[config.mk]
export PLATFORM = sky130hd
export DESIGN_NAME = regfile_np
export DESIGN_NICKNAME = d
export VERILOG_FILES = /design/src/rtl/regfile_np_pkg.sv /design/src/rtl/regfile_np_scoreboard.sv /design/src/rtl/regfile_np.sv
export SDC_FILE = /design/constraint.sdc
export NUM_CORES = 2
export LEC_CHECK = 0
export BUFFER_PORTS_ARGS = -buffer_cell sky130_fd_sc_hd__buf_2
export CORE_ASPECT_RATIO = 1.25
export CORE_MARGIN = 5
export CORE_UTILIZATION = 25
export CTS_BUF_LIST = sky130_fd_sc_hd__clkbuf_8
export DETAILED_ROUTE_END_ITERATION = 16
export HOLD_SLACK_MARGIN = 0.12
export PLACE_DENSITY_LB_ADDON = 0.2
export SYNTH_ARGS = -nofsm -noshare
export SYNTH_HDL_FRONTEND = slang
export SYNTH_SLANG_ARGS = --single-unit
[constraint.sdc]
create_clock -name Clk -period 6.95 [get_ports Clk]
set_clock_uncertainty 0.2 [all_clocks]
set_input_delay 1.0425 -clock Clk [delete_from_list [all_inputs] [get_ports Clk]]
set_output_delay 1.0425 -clock Clk [all_outputs]
set_load 0.1 [all_outputs]
[src/rtl/regfile_np_pkg.sv]
// regfile_np_pkg: shared defaults for the parametrised register file
package regfile_np_pkg;
   localparam int DEF_DATA_W = 32;
   localparam int DEF_ADDR_W = 5;
   localparam int DEF_N_RD = 2;
   localparam int REG_ZERO = 0;
endpackage

[src/rtl/regfile_np_scoreboard.sv]
// regfile_np_scoreboard: per-register busy bits, set by mark and cleared by writeback
module regfile_np_scoreboard
   import regfile_np_pkg::*;
#(
   parameter int ADDR_W = DEF_ADDR_W,
   parameter int ZERO_REG = 1
) (
   input  logic                   Clk,
   input  logic                   Rst,
   input  logic                   WriteEnable0,
   input  logic [ADDR_W-1:0]      WriteAddr0,
   input  logic                   WriteEnable1,
   input  logic [ADDR_W-1:0]      WriteAddr1,
   input  logic                   MarkEnable,
   input  logic [ADDR_W-1:0]      MarkAddr,
   output logic [2**ADDR_W-1:0]   BusyVec
);
   logic [2**ADDR_W-1:0] busy, busyNext;
   always_comb begin
      busyNext = busy;
      if (WriteEnable0) busyNext[WriteAddr0] = 1'b0;
      if (WriteEnable1) busyNext[WriteAddr1] = 1'b0;
      if (MarkEnable) busyNext[MarkAddr] = 1'b1;
      if (ZERO_REG != 0) busyNext[REG_ZERO] = 1'b0;
   end
   always_ff @(posedge Clk)
      busy <= Rst ? '0 : busyNext;
   assign BusyVec = busy;
endmodule

[src/rtl/regfile_np.sv]
// regfile_np: multi-port register file with two write ports, optional bypass and busy scoreboard
module regfile_np
   import regfile_np_pkg::*;
#(
   parameter int DATA_W = DEF_DATA_W,
   parameter int ADDR_W = DEF_ADDR_W,
   parameter int N_RD = DEF_N_RD,
   parameter int ZERO_REG = 1,
   parameter int BYPASS = 1
) (
   input  logic                     Clk,
   input  logic                     Rst,
   input  logic                     WriteEnable0,
   input  logic [ADDR_W-1:0]        WriteAddr0,
   input  logic [DATA_W-1:0]        WriteData0,
   input  logic                     WriteEnable1,
   input  logic [ADDR_W-1:0]        WriteAddr1,
   input  logic [DATA_W-1:0]        WriteData1,
   input  logic [N_RD*ADDR_W-1:0]   ReadAddr,
   output logic [N_RD*DATA_W-1:0]   ReadData,
   output logic [N_RD-1:0]          ReadBusy,
   input  logic                     MarkEnable,
   input  logic [ADDR_W-1:0]        MarkAddr,
   output logic [2**ADDR_W-1:0]     BusyVec
);
   localparam int DEPTH = 2**ADDR_W;
   logic [DATA_W-1:0] regs [DEPTH];
   logic keep0, keep1;
   if (N_RD < 1 || N_RD > 4) begin : gNrdCheck
      $error("regfile_np: N_RD must be in 1..4");
   end
   assign keep0 = WriteEnable0 && !(ZERO_REG != 0 && WriteAddr0 == ADDR_W'(REG_ZERO));
   assign keep1 = WriteEnable1 && !(ZERO_REG != 0 && WriteAddr1 == ADDR_W'(REG_ZERO));
   // port 1 is assigned last so it wins an address collision
   always_ff @(posedge Clk) begin
      if (Rst) begin
         for (int i = 0; i < DEPTH; i++) regs[i] <= '0;
      end else begin
         if (keep0) regs[WriteAddr0] <= WriteData0;
         if (keep1) regs[WriteAddr1] <= WriteData1;
      end
   end
   regfile_np_scoreboard #(.ADDR_W(ADDR_W), .ZERO_REG(ZERO_REG)) uScoreboard (
      .Clk(Clk),
      .Rst(Rst),
      .WriteEnable0(WriteEnable0),
      .WriteAddr0(WriteAddr0),
      .WriteEnable1(WriteEnable1),
      .WriteAddr1(WriteAddr1),
      .MarkEnable(MarkEnable),
      .MarkAddr(MarkAddr),
      .BusyVec(BusyVec)
   );
   for (genvar k = 0; k < N_RD; k++) begin : gRead
      logic [ADDR_W-1:0] ra;
      assign ra = ReadAddr[k*ADDR_W +: ADDR_W];
      assign ReadData[k*DATA_W +: DATA_W] =
         (ZERO_REG != 0 && ra == ADDR_W'(REG_ZERO)) ? '0 :
         (BYPASS != 0 && WriteEnable1 && WriteAddr1 == ra) ? WriteData1 :
         (BYPASS != 0 && WriteEnable0 && WriteAddr0 == ra) ? WriteData0 : regs[ra];
      // busy is registered state only; a same-cycle write does not clear it early
      assign ReadBusy[k] = BusyVec[ra];
   end
endmodule
Yosys cells after proc, flatten, opt, wreduce, memory -nomap -nowiden
Memories as Yosys holds them, arrays and structs flattened.
Cells that the tools add are included.
- register bits: 31
- memory bits (writable): 1024
- output and inout port bits: 98
- word-level logic and storage cells: 69
- memories: 1
- order comparisons: 8
- equal/unequal tests: 4
- muxes and demuxes: 33
- bitwise gates (word level): 5
- reductions and logical operators: 17
- memory list (memory ; words ; width ; read ports ; clocked after Yosys merged registers in ; wr ports ; RTL line ; RTL):
    regs ; 32 ; 32 ; 2 ; 0 ; 32 ; regfile_np.sv:27 ; logic [DATA_W-1:0] regs [DEPTH];
- operators by type and width (operator ; count):
    32-bit two-way mux ; 11
    32-bit AND ; 2
    32-bit NOT ; 2
    32-bit OR reduction ; 2
    32-bit bitwise OR ; 1
    5-bit by 6-bit less-than comparator with 1-bit output (second input constant) ; 5
    5-bit == test ; 4
    5-bit zero test ; 4
    1-bit demux with 5-bit select ; 3
    5-bit by 1-bit greater-or-equal comparator with 1-bit output (second input constant) ; 3
    1-bit two-way mux ; 15
    1-bit binary-select mux with 5-bit select ; 2
    5-bit two-way mux ; 2
    1-bit logical AND ; 9
    1-bit zero test ; 2

Longest topological paths before layout
- depth in word-level cells: 11
- depth in mapped cells: 10

Hierarchy
From an unflattened synthesis, not the netlist that was laid out.
- cells, all modules: 4334
- area, all modules: 61634.1 µm²
- modules (own cells, without submodules) (module ; times used ; cells each ; area each (µm²)):
    regfile_np ; 1 ; 4155 ; 60087.6
    regfile_np_scoreboard ; 1 ; 179 ; 1546.5

Least setup slack after synthesis
OpenSTA, ideal clock, no wires.
- path kind: input to output
- start point: in WriteAddr0[1]
- end point: out ReadData[32]
- arrival time: 3.280 ns
- path slack: 2.428 ns
- stages: 8
- path through: buf_2 xor2_1 nor4_1 and3_1 clkbuf_1 nor2b_1 clkbuf_1 a221o_1
- cells in the longest elaborated chain, start to end: 5
- RTL lines (what ; RTL line ; RTL):
    from (decl) ; regfile_np.sv:14 ; input logic [ADDR_W-1:0] WriteAddr0,
    5-bit == test ; regfile_np.sv:60 ; (BYPASS != 0 && WriteEnable0 && WriteAddr0 == ra) ? WriteData0 : regs[ra];
    1-bit logical AND ; regfile_np.sv:60 ;
    32-bit two-way mux ; regfile_np.sv:60 ;
    32-bit two-way mux ; regfile_np.sv:59 ; (BYPASS != 0 && WriteEnable1 && WriteAddr1 == ra) ? WriteData1 :
    32-bit two-way mux ; regfile_np.sv:58 ; (ZERO_REG != 0 && ra == ADDR_W'(REG_ZERO)) ? '0 :
    to (decl) ; regfile_np.sv:20 ; output logic [N_RD*DATA_W-1:0] ReadData,
No other way between the ends.

Worst setup path in the final report
- start point: in ReadAddr[9]
- end point: out ReadData[35]
- cells in the longest elaborated chain, start to end: 5
- RTL lines (what ; RTL line ; RTL):
    from (decl) ; regfile_np.sv:19 ; input logic [N_RD*ADDR_W-1:0] ReadAddr,
    parallel branches: the longest is 4 deep, another holds memory 32 x 32 bit ; n/a ;
    32-bit two-way mux (*) ; regfile_np.sv:58 ;
Mark *: on every way between the ends.

==> results_dict.tcl <==
set metrics [dict create \
    drcViolationCount 0 \
    fill_cells 24811 \
    r2r_start "uScoreboard.BusyVec[9]$_SDFF_PP0_" \
    numCtsBuffers 201 \
    hold_violations 0 \
    required_ps 5710 \
    vias 46457 \
    area_growth_pct 13.2 \
    worstSetupPathType "input pin to primary output" \
    syn_inst 4320 \
    cts_tree "built" \
    clk_latency_ps 970 \
    antenna_found_initial 23 \
    synth_area_leaders "edfxtp_1 (50%), mux4_2 (15%), a22o_1 (15%), mux2i_1 (3.2%), clkbuf_1 (3.0%)" \
    synth_top_area_cell "edfxtp_1" \
    grt_pass1_vias 47036 \
    path_cells "buf_4 -> and2_4 -> buf_4 -> a22oi_1 -> and3_1 -> nor4_1 -> a221o_1 -> buf_2" \
    power_frac_seq_pct 46.7 \
    crit_fanout 42 \
    grt_pass1_wl_um 397000 \
    synth_top_area_share_pct 50.0 \
    nets 4329 \
    layoutNonFillerInstCount 7672 \
    core.rowCount 203 \
    setup_tns_ps 0 \
    drive_above_1_share_pct 29.6 \
    synthAdderAreaFrac_pct 0 \
    r2r-end "uScoreboard.BusyVec[9]$_SDFF_PP0_" \
    crit_path_max_incr_delay_ps 980 \
    outcome "finished clean" \
    postCtsHoldBufs 0 \
    drtIter0Drc 5268 \
    worst-r2r-cell-count 2 \
    io_pins 192 \
    period_minus_slack_ps 5830 \
    setup_violations 0 \
    die_x_um 454 \
    die_area_mm2 0.256 \
    relSlewSlack_pct 8.65 \
    synth_edf_count 1024 \
    viasPerCell 6.06 \
    initial_core_util_pct 25.1 \
    synth-async-reset-ratio_pct 0 \
    p_sw_share_pct 31.7 \
    crit_start "ReadAddr[9]" \
    cp_num_cells 8 \
    p_clk_share_pct 35.4 \
    cts_buffer_depth 3 \
    pwr-share-comb_pct 17.9 \
    yosysUniqueCellTypes 53 \
    path_delay_family "simple AND/OR/NAND/NOR gates" \
    path_buf_inv 3 \
    arrival_ps 4590 \
    yosys_warnings 0 \
    critical_path.startpoint_type "input pin" \
    postSynthAreaPerCell_um2 14.2 \
    fmax_ghz 0.172 \
    wl_um 294000 \
    p_total_mw 16.2 \
    track_usage_pct 22.1 \
    synth.most_common_cell "a22o_1" \
    synth_compound_area_share_pct 20.6 \
    synthSimpleGateAreaFrac_pct 3.06 \
    grt_setup_unrepaired "no" \
    cts_sinks 1055 \
    overflow 0 \
    synthMuxAreaShare_pct 20.2 \
    cts-root-buf "clkbuf_8" \
    power_density_mw_per_mm2 232 \
    globalplace.congestion 0.869 \
    wire_per_inst_um 38.3 \
    seq_area_frac_synth_pct 51.0 \
    ir_worst_vdd_mv 0.195 \
    worstMarginPinSlew_ps 1360 \
    power.switching_mw 5.13 \
    hold_path.class "register to register" \
    dp.cells 7312 \
    grt_max_degree 66 \
    crit_end "ReadData[35]" \
    postRouteAntennaNets 0 \
    synth_xor_area_share_pct 0.285 \
    die_height_um 565 \
    cap_violations 0 \
    r2r_setup_slack_ps 5950 \
    ys.flop_type "edfxtp_1" \
    leakage_nw 23.5 \
    synth_top_family_by_area "compound AO/OA/AOI/OAI gates" \
    hpwl_um 176000 \
    netlist_top_cells_count "a22o_1 (1025), edfxtp_1 (1024), clkbuf_1 (494)" \
    syn-cell-area_mm2 0.0615 \
    portBuffers 190 \
    finalCritPeriodShare_pct 83.9 \
    internal-power_mw 11.0 \
    first_pass_iters 7 \
    post-cts-setup-buffer-count 0 \
    cpMostUsedCell "buf_4" \
    synth_seq_cells 1055 \
    clkTransAtPathRegs_ps 60 \
    coreArea_mm2 0.245 \
    h-tree-depth 4 \
    drv_slew 0 \
    crit_path_top_delay_cell "and2_4" \
    cts_resized 0 \
    end_kind "primary output" \
]
cells in the final DEF, fill, tap and decap left out, types with 6 or more instances in the layout:
cell,n
clkinv_1,37
and3_1,37
mux2i_1,197
nor3b_1,9
a211oi_1,33
nor3_4,6
nand3_1,9
nor4_1,66
buf_4,193
nand3b_1,8
a221oi_2,22
conb_1,33
buf_12,19
a22oi_1,89
nor3_2,26
a211o_2,27
a221o_1,64
mux4_2,402
and3b_1,7
o221ai_1,93
a221oi_1,68
a22o_1,1025
clkbuf_8,207
edfxtp_1,1024
xor2_1,8
clkinv_2,16
and2_1,6
inv_1,91
xnor2_1,12
nor2_1,47
dfxtp_1,31
nand2_1,55
nor2_4,33
buf_2,182
mux2_2,125
sequential cells by signal (all words and copies together) (netlist names):
name,count
uScoreboard.BusyVec,31
regs,1024
through the flow:
stage	hold WS (ps)	worst slack (ps)	cell area [um^2]	util, %
2_1_floorplan	704	2430	61700	-
3_3_place_gp	327	1260	66100	27.0
3_5_place_dp	338	1260	66100	27.0
4_1_cts	229	1270	69600	28.4
5_1_grt	328	1200	69700	28.4
6_report	339	1120	69700	28.4
routing by layer:
metal | GRT usage, % | part of all wire, % | vias to the layer above
met3 | 4.54 | 7.9 | 674
met2 | 36.3 | 47 | 2669
li1 | - | - | 18222
met4 | 10.3 | 5.4 | 8
met1 | 27.9 | 39 | 24884
met5 | 0.316 | 0.048 | -
logic make-up (layout without fill, tap and decap cells):
logic type      count (synthesis)  in the layout
compound gates               1442           1442
buf+inv                       726            761
flops                        1055           1055
mux                           724            724
other cells                     1             38
simple gates                  352            352
xor+xnor                       20             20
worst min-delay path by stage:
stage / from / end / slack (ps) / cells past startpoint
floorplan: uScoreboard.BusyVec[1]$_SDFF_PP0_ / uScoreboard.BusyVec[1]$_SDFF_PP0_ / 700 / 2
global placement: uScoreboard.BusyVec[1]$_SDFF_PP0_ / uScoreboard.BusyVec[1]$_SDFF_PP0_ / 330 / 2
detailed placement: uScoreboard.BusyVec[1]$_SDFF_PP0_ / uScoreboard.BusyVec[1]$_SDFF_PP0_ / 340 / 2
CTS: MarkAddr[2] / uScoreboard.BusyVec[1]$_SDFF_PP0_ / 230 / 4
global route: MarkAddr[2] / uScoreboard.BusyVec[1]$_SDFF_PP0_ / 330 / 4
finish: uScoreboard.BusyVec[1]$_SDFF_PP0_ / uScoreboard.BusyVec[1]$_SDFF_PP0_ / 340 / 2
power by group through the flow:
stage                     sequential [mW]  combinational [mW]  clock [mW]
final                                7.54                2.90        5.72
after global routing                 7.57                2.96        6.11
after CTS                            7.53                2.87        5.84
after detailed placement             7.66                2.87           0
after global placement               7.64                2.87           0
after floorplan                      7.61                1.87           0
area by class of cell:
class / instances / area [um^2] / area share (%)
multi-input cells: 2571 / 27800 / 39.9
well taps: 3280 / 4100 / 5.89
repair buffers: 398 / 2800 / 4.02
diodes: 5 / 12.5 / 0.0180
clock buffers: 207 / 2850 / 4.09
clock inverters: 148 / 663 / 0.952
inverters: 8 / 30.0 / 0.0431
flip-flops and latches: 1055 / 31400 / 45.0
worst min-delay path, cell delays in order, from the launching register on:
cell,delay (ps)
dfxtp_1,350
inv_1,60
o21ai_0,70
(Power assumes the default switching activity.)
